`config.mk`:
```
export PLATFORM = sky130hd
export DESIGN_NAME = alu_seq_muldiv
export DESIGN_NICKNAME = d
export VERILOG_FILES = /design/src/rtl/alu_seq_muldiv.sv
export SDC_FILE = /design/constraint.sdc
export NUM_CORES = 1
export LEC_CHECK = 0
export CORE_MARGIN = 3
export CORE_UTILIZATION = 30
export DETAILED_ROUTE_END_ITERATION = 10
export GPL_TIMING_DRIVEN = 0
export PLACE_DENSITY = 0.56
export SYNTH_ARGS = -nofsm -noshare
export SYNTH_HDL_FRONTEND = slang
export SYNTH_SLANG_ARGS = --single-unit
```
`constraint.sdc`:
```
create_clock -name clk -period 6.58 [get_ports clk]
set_input_delay 1.645 -clock clk [delete_from_list [all_inputs] [get_ports clk]]
set_output_delay 1.645 -clock clk [all_outputs]
set_load 0.03 [all_outputs]
```
`src/rtl/alu_seq_muldiv.sv`:
```
// rtl/alu_seq_muldiv.sv - handshaked EX-stage ALU with iterative RV32M multiply/divide
module alu_seq_muldiv #(
    parameter int DATA_WIDTH    = 32,
    parameter int OPCODE_LENGTH = 5,
    parameter int SHAMT_WIDTH   = $clog2(DATA_WIDTH)
) (
    input  logic                     clk,
    input  logic                     reset,
    input  logic                     in_valid,
    output logic                     in_ready,
    input  logic [DATA_WIDTH-1:0]    SrcA,
    input  logic [DATA_WIDTH-1:0]    SrcB,
    input  logic [OPCODE_LENGTH-1:0] Operation,
    output logic                     out_valid,
    input  logic                     out_ready,
    output logic [DATA_WIDTH-1:0]    ALUResult,
    output logic                     busy
);
    localparam int W  = DATA_WIDTH;
    localparam int CW = $clog2(DATA_WIDTH);
    localparam logic [W-1:0] MIN_VAL = {1'b1, {(W-1){1'b0}}};

    typedef enum logic [1:0] {IDLE, MUL, DIV, FIX} state_t;
    state_t state, state_next;

    logic [2*W-1:0] acc;
    logic [W-1:0]   operand;
    logic [CW-1:0]  counter;
    logic [1:0]     sub;
    logic           div_op, neg_q, neg_r;

    // LSB-first shift-add: the multiplier sits in the low half and drains out as the product fills in.
    function automatic logic [2*W-1:0] mul_step(input logic [2*W-1:0] a, input logic [W-1:0] m);
        logic [W:0] s;
        s = {1'b0, a[2*W-1:W]} + (a[0] ? {1'b0, m} : {(W+1){1'b0}});
        return {s, a[W-1:1]};
    endfunction

    // Restoring divide: remainder in the high half, dividend shifts out while quotient bits shift in.
    function automatic logic [2*W-1:0] div_step(input logic [2*W-1:0] a, input logic [W-1:0] d);
        logic [W:0]   t;
        logic [W-1:0] r;
        logic         qb;
        t  = {a[2*W-1:W], a[W-1]};
        qb = (t >= {1'b0, d});
        r  = qb ? W'(t - {1'b0, d}) : t[W-1:0];
        return {r, a[W-2:0], qb};
    endfunction

    logic [4:0]             code;
    logic                   code_ok, is_mul, is_div, special, accept;
    logic [SHAMT_WIDTH-1:0] shamt;
    logic [W-1:0]           alu_res, ma, mb, fix_res;
    logic                   a_signed, b_signed, a_neg, b_neg;
    logic [2*W-1:0]         prod;
    logic [W-1:0]           qf, rf;

    assign code     = Operation[4:0];
    assign code_ok  = ((Operation >> 5) == '0);
    assign is_mul   = code_ok && code[4:3] == 2'b10 && !code[2];
    assign is_div   = code_ok && code[4:3] == 2'b10 && code[2];
    assign shamt    = SrcB[SHAMT_WIDTH-1:0];
    assign in_ready = !reset && state == IDLE && (!out_valid || out_ready);
    assign accept   = in_valid && in_ready;
    assign busy     = state != IDLE;

    always_comb begin
        alu_res = '0;
        special = 1'b0;
        if (code_ok) begin
            case (code)
                5'b00000: alu_res = SrcA & SrcB;
                5'b00001: alu_res = SrcA | SrcB;
                5'b00010: alu_res = SrcA + SrcB;
                5'b00011: alu_res = SrcA - SrcB;
                5'b00100: alu_res = SrcA ^ SrcB;
                5'b00101: alu_res = SrcA << shamt;
                5'b00110: alu_res = SrcA >> shamt;
                5'b00111: alu_res = W'($signed(SrcA) < $signed(SrcB));
                5'b01000: alu_res = W'(SrcA == SrcB);
                5'b01001: alu_res = $signed(SrcA) >>> shamt;
                5'b01010: alu_res = W'(SrcA != SrcB);
                5'b01011: alu_res = W'($signed(SrcA) < $signed(SrcB));
                5'b01100: alu_res = W'($signed(SrcA) >= $signed(SrcB));
                5'b01101: alu_res = W'(SrcA < SrcB);
                5'b01110: alu_res = W'(SrcA >= SrcB);
                5'b10100, 5'b10101, 5'b10110, 5'b10111: begin
                    if (SrcB == '0) begin
                        special = 1'b1;
                        alu_res = code[1] ? SrcA : '1;
                    end else if (!code[0] && SrcA == MIN_VAL && SrcB == '1) begin
                        special = 1'b1;
                        alu_res = code[1] ? '0 : MIN_VAL;
                    end
                end
                default: alu_res = '0;
            endcase
        end
    end

    always_comb begin
        a_signed = is_div ? !code[0] : (code[1:0] == 2'b01 || code[1:0] == 2'b10);
        b_signed = is_div ? !code[0] : (code[1:0] == 2'b01);
        a_neg    = a_signed && SrcA[W-1];
        b_neg    = b_signed && SrcB[W-1];
        ma       = a_neg ? -SrcA : SrcA;
        mb       = b_neg ? -SrcB : SrcB;
    end

    always_comb begin
        prod    = neg_q ? -acc : acc;
        qf      = neg_q ? -acc[W-1:0] : acc[W-1:0];
        rf      = neg_r ? -acc[2*W-1:W] : acc[2*W-1:W];
        if (div_op)
            fix_res = sub[1] ? rf : qf;
        else
            fix_res = (sub == 2'b00) ? prod[W-1:0] : prod[2*W-1:W];
    end

    always_ff @(posedge clk) begin
        if (reset) state <= IDLE;
        else       state <= state_next;
    end

    always_comb begin
        state_next = state;
        case (state)
            IDLE: begin
                if (accept && is_mul)                 state_next = MUL;
                else if (accept && is_div && !special) state_next = DIV;
            end
            MUL, DIV: if (counter == CW'(W-2)) state_next = FIX;
            FIX:      state_next = IDLE;
            default:  state_next = IDLE;
        endcase
    end

    // The accept edge already performs the first step so total latency lands on DATA_WIDTH+1.
    always_ff @(posedge clk) begin
        if (reset) begin
            acc       <= '0;
            operand   <= '0;
            counter   <= '0;
            sub       <= '0;
            div_op    <= 1'b0;
            neg_q     <= 1'b0;
            neg_r     <= 1'b0;
            out_valid <= 1'b0;
            ALUResult <= '0;
        end else begin
            counter <= '0;
            case (state)
                MUL: begin
                    acc     <= mul_step(acc, operand);
                    counter <= counter + 1'b1;
                end
                DIV: begin
                    acc     <= div_step(acc, operand);
                    counter <= counter + 1'b1;
                end
                IDLE: begin
                    if (accept && (is_mul || (is_div && !special))) begin
                        sub    <= code[1:0];
                        div_op <= is_div;
                        neg_q  <= a_neg ^ b_neg;
                        neg_r  <= a_neg;
                        if (is_mul) begin
                            acc     <= mul_step({{W{1'b0}}, mb}, ma);
                            operand <= ma;
                        end else begin
                            acc     <= div_step({{W{1'b0}}, ma}, mb);
                            operand <= mb;
                        end
                    end
                end
                default: ;
            endcase

            if (state == FIX) begin
                ALUResult <= fix_res;
                out_valid <= 1'b1;
            end else if (accept && !is_mul && (!is_div || special)) begin
                ALUResult <= alu_res;
                out_valid <= 1'b1;
            end else if (out_ready) begin
                out_valid <= 1'b0;
            end
        end
    end
endmodule
```
==> summary.md <==
| Metric | Value |
|---|---|
| Post-Syn Area | `24200 um^2` |
| Pre-antenna DRT Iters | `7` |
| Dpl cell area | `26600 um^2` |
| Layout area overhead | `13.1%` |
| Fin crit share | `101%` |
| Root Driver | `clkbuf_16` |
| CP startpoint kind | `primary input` |
| DP Cell Count | `4652` |
| Die Span Y | `290 um` |
| CTS tree | `yes` |
| Fmax | `0.151 GHz` |
| IO Pins | `108` |
| Vias per cell | `6.61` |
| Data required, critical path | `6.95 ns` |
| Final worst setup slack | `-0.0427 ns` |
| Per-cell routed wire length | `32.1 um` |
| Clk slew on worst S/H paths | `0.08 ns` |
| GRT Total Usage | `33.8%` |
| DRC errors left | `0` |
| Gr ovfl total | `0` |
| GP Congestion | `1.20` |
| Max-Cap Viols | `0` |
| CP Capture Type | `flop` |
| Crit path max fanout | `10` |
| Skew final | `0.0166 ns` |
| Final Hold Vio Count | `0` |
| Critical path class | `in2reg` |
| Total Wirelength | `151000 um` |
| Number of global-route vias before repair | `28138` |
| Syn_nets | `3755` |
| Die Wd | `290 um` |
| Worst EP arrival | `6.99 ns` |
| Number of synthesized flops with an enable pin | `0` |
| Final HPWL DP | `120000 um` |
| First-pass GRT wire length | `210000 um` |
| Die area | `84100 um^2` |
| Synthesized flop and latch total | `141` |
| Commonest register cell after synthesis | `dfxtp_1` |
| Yosys warns | `0` |
| Htree depth | `4` |
| Status | `finished with violations` |
| Largest net degree at the start of global routing | `18` |
| Vias post-DR | `31033` |
| Initial drt markers | `4769` |
| Async set-reset flop share out of synthesis | `0%` |
| Seq/Total Area, Yosys | `11.7%` |
| Initial Util | `30.5%` |
| Share of post-route cells with drive strength above 1 | `6.82%` |
| Finish-stage setup viols | `6` |
| Layout net count | `3881` |
| Netlist cell types | `102` |
| Synth Instances | `3498` |
| Layout Cell Area excl Fill | `27400 um^2` |
| Site row count | `103` |
| Max-slew headroom | `17.2%` |
| # fillers | `8868` |
| Violated checks | `setup timing` |
| Core area | `79400 um^2` |
| HP Class | `reg2reg` |
| Slew Viols, Final | `0` |
| Cell Pwr Density | `316 nW/um^2` |
| RSZ-0062 raised after global routing | `true` |
| Clock tree buffer depth | `2` |
| Sinks on Clock Net | `141` |
| Post-route ant nets | `0` |
| Final cell count without fillers | `4692` |
| Static Leak | `10.0 nW` |
| Worst VDD drop | `0.271 mV` |
| Worst-Skew Late Latency | `0.46 ns` |
| Port bufs | `104` |
| Total CTS buffers | `17` |
| Mean Syn Cell Area | `6.92 um^2` |
| Final min period | `6.62 ns` |
| Initial antenna violation count | `4` |
| Worst-margin pin slew | `1.21 ns` |
==> through the flow <==
stage | setup WS, ns | hold WS (ns) | total power, W | utilization, % | TNS (ns)
floorplan | 1.07 | 0.430 | 0.00521 | - | 0
global placement | -2.45 | 0.447 | 0.00728 | 33.4 | -271.63
detailed placement | -1.93 | 0.454 | 0.00726 | 33.4 | -204.65
CTS | 0.0120 | 0.469 | 0.00832 | 34.3 | 0
global route | -0.0370 | 0.507 | 0.00900 | 34.5 | -0.0370
finish | -0.0427 | 0.465 | 0.00864 | 34.5 | -0.107
==> layer usage <==
layer	vias up	global-route usage, %	routed length [um]	part of all wire, %
li1	13194	-	-	-
met1	14754	43.5	57300	38
met2	2520	49.5	61300	41
met3	561	8.59	19200	13
met4	4	22.9	12800	8.5
met5	-	0	31	0.021
==> critical path, cell delays in order <==
cell	delay, ns
clkdlybuf4s50_1	0.85
or2_2	0.54
or4_4	0.56
or4_1	0.62
nor3_1	0.23
o21a_2	0.25
ha_1	0.27
inv_1	0.06
a21oi_1	0.06
or3_1	0.39
nor4_1	0.27
nand4_1	0.25
nor2_2	0.30
a21oi_4	0.20
buf_6	0.22
a311oi_1	0.24
==> placed cells by master, fill, tap and decap left out, types with 39 or more instances in the layout <==
| cell type | count |
|---|---|
| nor3_1 | 64 |
| mux2i_1 | 57 |
| xor2_1 | 70 |
| o21ai_0 | 243 |
| nand2_1 | 290 |
| a221oi_1 | 39 |
| xnor2_1 | 131 |
| mux4_2 | 48 |
| a21o_1 | 57 |
| nand3_1 | 61 |
| dfxtp_1 | 141 |
| a21oi_1 | 331 |
| o211ai_1 | 53 |
| o31ai_1 | 44 |
| clkdlybuf4s50_1 | 98 |
| inv_1 | 165 |
| ha_1 | 180 |
| clkbuf_1 | 226 |
| a211oi_1 | 73 |
| nor2_1 | 440 |
==> synthesized netlist by cell type, drive strengths merged (28+ instances only) <==
master,number,area (um^2)
a211oi,73,548
a21o,57,428
a21oi,333,1670
a221oi,40,350
a22oi,32,240
a311oi,37,424
a31oi,36,225
buf,44,228
clkbuf,252,950
dfxtp,141,2820
ha,180,2250
inv,168,631
mux2i,58,584
mux4,48,1080
nand2,292,1100
nand3,61,305
nand4,33,206
nor2,444,1670
nor3,66,330
nor4,31,224
o211ai,53,398
o21ai,275,1380
o31ai,46,345
or2,28,175
or3,33,216
or4,29,233
xnor2,134,1180
xor2,70,613
==> kinds of logic after synthesis <==
logic type,Yosys count,share of synthesized area (%)
adders and majority gates,184,9.64
AOI/OAI and AO/OA,1246,34.3
DFF,141,11.7
muxes,119,7.49
and+or+nand+nor,1137,21.9
xor gates and xnor gates,204,7.42
buffers and inverters,467,7.52
==> sequential cells by signal, indices dropped and copies added (netlist names) <==
| name | flops |
|---|---|
| neg_r | 1 |
| neg_q | 1 |
| sub | 2 |
| counter | 5 |
| ALUResult | 32 |
| acc | 64 |
| out_valid | 1 |
| div_op | 1 |
| state | 2 |
| operand | 32 |
==> final timing paths <==
kind,startpoint,to,slack (ns),cells past startpoint
max,SrcA[0],acc[47]$_SDFFE_PP0P_,-0.04,16
min,counter[0]$_SDFF_PP0_,counter[0]$_SDFF_PP0_,0.46,1
max reg2reg,acc[0]$_SDFFE_PP0P_,acc[62]$_SDFFE_PP0P_,0.79,14
min reg2reg,counter[0]$_SDFF_PP0_,counter[0]$_SDFF_PP0_,0.46,1
==> power by group <==
part           total [W]  switching (W)  leakage, nW  internal [W]
logic            0.00624        0.00421         8.60       0.00203
clock network    0.00103       0.000517        0.293      0.000514
registers        0.00136       0.000329         1.15       0.00103
==> repair_timing <==
item                                    4_1_cts  5_1_grt
hold buffers                                  0        0
endpoints found under the setup margin      136      104
resized for setup                            32       49
buffers inserted                              3        2
gates cloned                                  0        0
pin swaps                                     1        1
==> cell type report <==
class	instances	area [um^2]	area share (%)
multi-input cells	2890	19700	71.9
diodes	5	12.5	0.0457
repair buffers	109	1080	3.95
plain buffers	294	1210	4.43
clock inverters	15	169	0.617
clock buffers	17	425	1.55
flip-flops and latches	141	2820	10.3
inverters	171	647	2.36
well taps	1050	1310	4.80
Power figures use the tool's default switching activity.
